[config.mk]
export PLATFORM = sky130hd
export DESIGN_NAME = imm_gen_pipe
export DESIGN_NICKNAME = d
export VERILOG_FILES = /design/src/rtl/imm_gen_pipe.sv
export SDC_FILE = /design/constraint.sdc
export NUM_CORES = 1
export LEC_CHECK = 0
export ABC_AREA = 1
export BUFFER_PORTS_ARGS = -buffer_cell sky130_fd_sc_hd__buf_2
export CAP_MARGIN = 20
export CORE_MARGIN = 10
export CORE_UTILIZATION = 45
export DETAILED_ROUTE_END_ITERATION = 6
export PLACE_DENSITY = 0.8
export SYNTH_ARGS = -nofsm -noshare
export SYNTH_HDL_FRONTEND = slang
export SYNTH_SLANG_ARGS = --single-unit
[constraint.sdc]
create_clock -name clk -period 4.1 [get_ports clk]
set_input_delay 1.23 -clock clk [delete_from_list [all_inputs] [get_ports clk]]
set_output_delay 1.23 -clock clk [all_outputs]
set_load 0.05 [all_outputs]
[src/rtl/imm_gen_pipe.sv]
// Registered RISC-V immediate generator (I/S/B/U/J/zimm) feeding a DEPTH-entry result FIFO.
// One-cycle push-to-head latency, no bypass; in_ready comes from count only, so a full FIFO refuses pushes even while popping.
module imm_gen_pipe #(
   parameter int XLEN  = 32,
   parameter int DEPTH = 2,
   parameter int ERRW  = 8
) (
   input  logic            clk,
   input  logic            reset,
   input  logic            in_valid,
   output logic            in_ready,
   input  logic [31:0]     instr,
   input  logic [2:0]      imm_src,
   input  logic            zext,
   output logic            out_valid,
   input  logic            out_ready,
   output logic [XLEN-1:0] imm,
   output logic            imm_err,
   output logic [ERRW-1:0] err_count
);

   localparam int PW = (DEPTH > 1) ? $clog2(DEPTH) : 1;
   localparam int CW = $clog2(DEPTH + 1);
   localparam logic [CW-1:0] FULL = CW'(DEPTH);

   logic [XLEN-1:0] mem_imm [DEPTH];
   logic [DEPTH-1:0] mem_err;
   logic [PW-1:0]   rd_ptr;
   logic [PW-1:0]   wr_ptr;
   logic [CW-1:0]   count;

   logic        push;
   logic        pop;
   logic        fill;
   logic        illegal;
   logic [63:0] ext64;
   logic        unused_bits;

   assign in_ready  = (count < FULL);
   assign out_valid = (count != '0);
   assign push      = in_valid && in_ready;
   assign pop       = out_valid && out_ready;
   assign imm       = mem_imm[rd_ptr];
   assign imm_err   = mem_err[rd_ptr];

   assign fill    = ~zext & instr[31];
   assign illegal = imm_src[2] & imm_src[1];

   // Build every format at 64 bits and truncate, so XLEN=32 needs no zero-width replications.
   always_comb begin
      ext64 = '0;
      case (imm_src)
         3'b000:  ext64 = {{52{fill}}, instr[31:20]};
         3'b001:  ext64 = {{52{fill}}, instr[31:25], instr[11:7]};
         3'b010:  ext64 = {{51{fill}}, instr[31], instr[7], instr[30:25], instr[11:8], 1'b0};
         3'b011:  ext64 = {{32{instr[31]}}, instr[31:12], 12'b0};
         3'b100:  ext64 = {{43{fill}}, instr[31], instr[19:12], instr[20], instr[30:21], 1'b0};
         3'b101:  ext64 = {59'b0, instr[19:15]};
         default: ext64 = '0;
      endcase
   end

   assign unused_bits = ^{instr[6:0], ext64};

   always_ff @(posedge clk) begin
      if (reset) begin
         rd_ptr    <= '0;
         wr_ptr    <= '0;
         count     <= '0;
         err_count <= '0;
         mem_err   <= '0;
         for (int i = 0; i < DEPTH; i++) begin
            mem_imm[i] <= '0;
         end
      end else begin
         if (push) begin
            mem_imm[wr_ptr] <= ext64[XLEN-1:0];
            mem_err[wr_ptr] <= illegal;
            wr_ptr          <= wr_ptr + PW'(1);
            if (illegal && (err_count != '1)) begin
               err_count <= err_count + ERRW'(1);
            end
         end
         if (pop) begin
            rd_ptr <= rd_ptr + PW'(1);
         end
         case ({push, pop})
            2'b10:   count <= count + CW'(1);
            2'b01:   count <= count - CW'(1);
            default: count <= count;
         endcase
      end
   end

endmodule

-- Word level (Yosys, flattened, before mapping)
Memories as Yosys holds them, arrays and structs flattened. A register that Yosys moved wholly into a read port is not among the register bits.
Index checks and enable logic that the tools add are counted.
- memories: 1
- register bits after elaboration: 14
- input port bits: 40
- word-level logic and storage cells: 52
- bits in writable memories: 64
- output and inout port bits: 43
- reduce and logical (&&, ||, !) cells: 9
- add/subtract/negate cells: 5
- eq/ne operators: 8
- multiplexer cells: 17
- $lt $le $gt $ge: 4
- bitwise logic cells: 3
- memory list (name ; depth ; bits a word ; read ports ; clocked after memory_dff ; wr ports ; line ; RTL):
    mem_imm ; 2 ; 32 ; 1 ; 1 ; 2 ; 26 ; logic [XLEN-1:0] mem_imm [DEPTH];
- operator list (kind ; count):
    32-bit case mux with 6 select lines ; 1
    32-bit two-way mux ; 1
    32-bit OR reduction ; 1
    1-bit two-way mux ; 12
    8-bit by 1-bit adder with 8-bit output, second input constant ; 1
    8-bit != test, second input constant ; 1
    3-bit by 2-bit equality test with 1-bit output, second input constant ; 2
    3-bit equality test, second input constant ; 2
    1-bit logical AND ; 4
    1-bit by 2-bit less-than comparator with 1-bit output, second input constant ; 2
    2-bit case mux with 2 select lines ; 1
    2-bit nonzero test ; 2
    3-bit by 1-bit equality test with 1-bit output, second input constant ; 1
    3-bit logical NOT ; 1
    1-bit adder, second input constant ; 2
    2-bit by 1-bit adder with 2-bit output, second input constant ; 1
    1-bit bitwise AND ; 2
    2-bit bitwise mux ; 1
    2-bit by 1-bit equality test with 1-bit output, second input constant ; 1
    2-bit equality test, second input constant ; 1
    2-bit less-than comparator, second input constant ; 1
    2-bit AND reduction ; 1
    2-bit by 1-bit subtractor with 2-bit output, second input constant ; 1
    1-bit demux with 1-bit select ; 1
    other kinds (2) ; 2

-- Longest topological paths before layout
- depth after elaboration: 7
- mapped depth: 9
- mapped depth without buffers: 9

-- Least setup slack after synthesis
Ideal clock, no wire load.
- path type: input-to-reg
- from: input in_valid
- to: memory mem_imm[0][0] (enable)
- path buffers: 1
- stages on the path: 5
- data arrival time: 2.492 ns
- data required time: 3.711 ns
- slack: 1.218 ns
- setup time: 0.389 ns
- cell sequence: nand2_2 > inv_2 > nand3_1 > buf_2 > nand2_1
- RTL lines (what ; line ; RTL):
    start, declared ; 10 ; input logic in_valid,
    end, declared ; 26 ;

==> summary.txt <==
final hold violation count -> 0
Final Cycle Share -> 0.716
die height -> 112 um
final WL -> 9020 um
Final setup viols -> 0
synth warn -> 0
Rel. slew slack -> 0.519
clk root buf -> clkbuf_8
Via density -> 5.21
share of cells above drive strength 1 -> 0.354
Worst-path clk slew -> 0.09 ns
NetSw -> 0.000825 W
drc violations -> 0
H-tree depth -> 3
average size of a mapped cell -> 10.2 um2
Netlist cell types -> 29
Crit Path Max Fanout -> 32
CTS sink cnt -> 79
Max-Cap Viols -> 0
Routed Antenna Nets -> 0
max-slew violation count -> 0
setup tns final -> 0 ns
Slew @ Worst Pin -> 0.722 ns
fin crit period -> 2.93 ns
commonest non-fill, non-tap cell in the layout -> nor2_1
RePlAce Congestion -> 0.843
Worst Skew -> 0.0125 ns
clk_lat worst skew -> 0.35 ns
crit path launch type -> register
CTS hold repair buffers -> 0
worst path required time -> 2.87 ns
TritonCTS clock tree -> built
Die X -> 112 um
kind of critical path -> reg -> out
Synthesized Nets -> 418
initial core utilization -> 0.466
Seq. cell area -> 2220 um2
grt total ovfl -> 0
vias in the first global route -> 3063
maximum clock frequency -> 341 MHz
DR WL/cell -> 16.0 um
Seq/Total Area, Yosys -> 0.577
1st-pass router iterations -> 4
Site Rows -> 33
Clk pwr share -> 0.276
Nets -> 495
Pleak -> 1.91 nW
Cell Int Power -> 0.00141 W
unrepaired setup endpoints after global routing -> false
status -> completed
CP arrival -> 1.70 ns
# diodes -> 0
via count -> 2936
postcts setup bufs -> 0
PortBufs -> 75
sequential share of power -> 0.430
Post-Synthesis Cells -> 376
DRT iter0 DRCs -> 150
number of fill cells -> 761
total track usage -> 0.143
overall power -> 0.00224 W
Netlist Area Pre-Place -> 3850 um2
Core Area -> 8260 um2
most frequent cells in the layout -> 89 x nor2_1, 75 x buf_2, 64 x edfxtp_1
worst min-delay path class -> reg -> reg
Multi-input gate area -> 1390 um2
Gates resized, CTS repair -> 0
num ports -> 83
area added between synthesis and finish -> 17.4%
Yosys reg bits -> 79
sw frac -> 0.369
first-pass GRT wire length -> 14900 um
initial antenna violation count -> 0
Max clock buf depth -> 2
largest net degree at the start of global routing -> 36
total CTS buffers -> 9
total die area -> 12700 um2
Worst Setup End Kind -> primary output
P per Cell Area -> 495 nW/um2
logic gate share of total power -> 0.294
maximum vdd drop -> 258 uV
HPWL Detailed -> 6360 um
## cells in the mapped netlist
library cell,number,share of area
nand3_1,12,0.016
a21oi_1,21,0.027
inv_2,4,0.0039
o21ai_1,1,0.0013
edfxtp_1,64,0.50
dfxtp_1,15,0.078
buf_12,1,0.0052
nand4_1,2,0.0033
nand2_1,31,0.030
xor2_1,1,0.0023
nor2_1,89,0.087
a21oi_2,3,0.0068
ha_1,2,0.0065
nor3_1,1,0.0013
o21ai_0,11,0.014
o22ai_1,8,0.013
nand2_2,5,0.0081
nor2_4,1,0.0029
clkinv_1,1,0.00097
o21ai_2,10,0.023
nand2_4,1,0.0029
buf_2,7,0.0091
clkbuf_1,5,0.0049
inv_1,35,0.034
mux2_1,2,0.0059
buf_6,1,0.0029
nor2_2,9,0.015
nand3_2,3,0.0078
mux2_2,30,0.088
## power groups by stage
stage / combinational (W) / sequential (W) / clock [W]
finish: 0.000657 / 0.000962 / 0.000617
global route: 0.000706 / 0.000970 / 0.000667
CTS: 0.000665 / 0.000963 / 0.000623
detailed placement: 0.000662 / 0.000981 / 0
global placement: 0.000651 / 0.000976 / 0
floorplan: 0.000514 / 0.000983 / 0
## kinds of logic (layout without fill, tap and decap cells)
family	after synthesis	count (layout)	share of synthesized area
AND/OR/NAND/NOR	154	154	0.174
AO/OA/AOI/OAI	54	54	0.0855
XOR/XNOR	1	1	0.00228
flip-flops	79	79	0.577
multiplexers	32	32	0.0936
adder cells (fa/ha/maj)	2	2	0.00650
buffers and inverters	54	136	0.0611
## path summary, 6_finish.rpt
| check | end | slack (ns) | cells past startpoint | start |
|---|---|---|---|---|
| setup reg to reg | mem_imm[1][9] | 2.20 | 7 | count[1] |
| hold / removal | wr_ptr | 0.49 | 2 | wr_ptr |
| setup / recovery | imm[31] | 1.17 | 3 | register |
| hold reg to reg | wr_ptr | 0.49 | 2 | wr_ptr |
## through the flow
stage	util	std cells	cell area [um2]	hold WS, ns	setup WS (ns)
4_1_cts	0.547	563	4520	0.483	1.15
2_1_floorplan	-	376	3850	0.444	1.22
3_5_place_dp	0.522	547	4310	0.468	1.10
5_1_grt	0.547	563	4520	0.508	1.07
3_3_place_gp	0.522	547	4310	0.457	1.15
6_report	0.547	563	4520	0.487	1.17
## critical path, cell delays in order, from the launching register on
cell and delay, ns:
dfxtp_1 0.32, buf_4 0.38, mux2_2 0.42, buf_2 0.22
## routing by layer
metal | GRT usage | wire length, um | up-vias
met5 | 0 | 0 | -
met4 | 0.0431 | 87 | 0
met3 | 0.0431 | 666 | 12
met2 | 0.249 | 4490 | 100
met1 | 0.166 | 3780 | 1403
li1 | - | - | 1421
## layout make-up
cell class	count	area share
Clock buffer	9	0.0274
Inverter	40	0.0332
Tap cell	105	0.0291
Sequential cell	79	0.492
Timing Repair Buffer	80	0.0914
Clock inverter	7	0.0188
Multi-Input combinational cell	243	0.308
## registers in the layout (all words and copies together), names as in the netlist, named ones only
name / count
err_count: 8
count: 2
mem_imm: 64
wr_ptr: 1
mem_err: 2
rd_ptr: 1
Note: power is estimated with default switching activity, not from simulation.
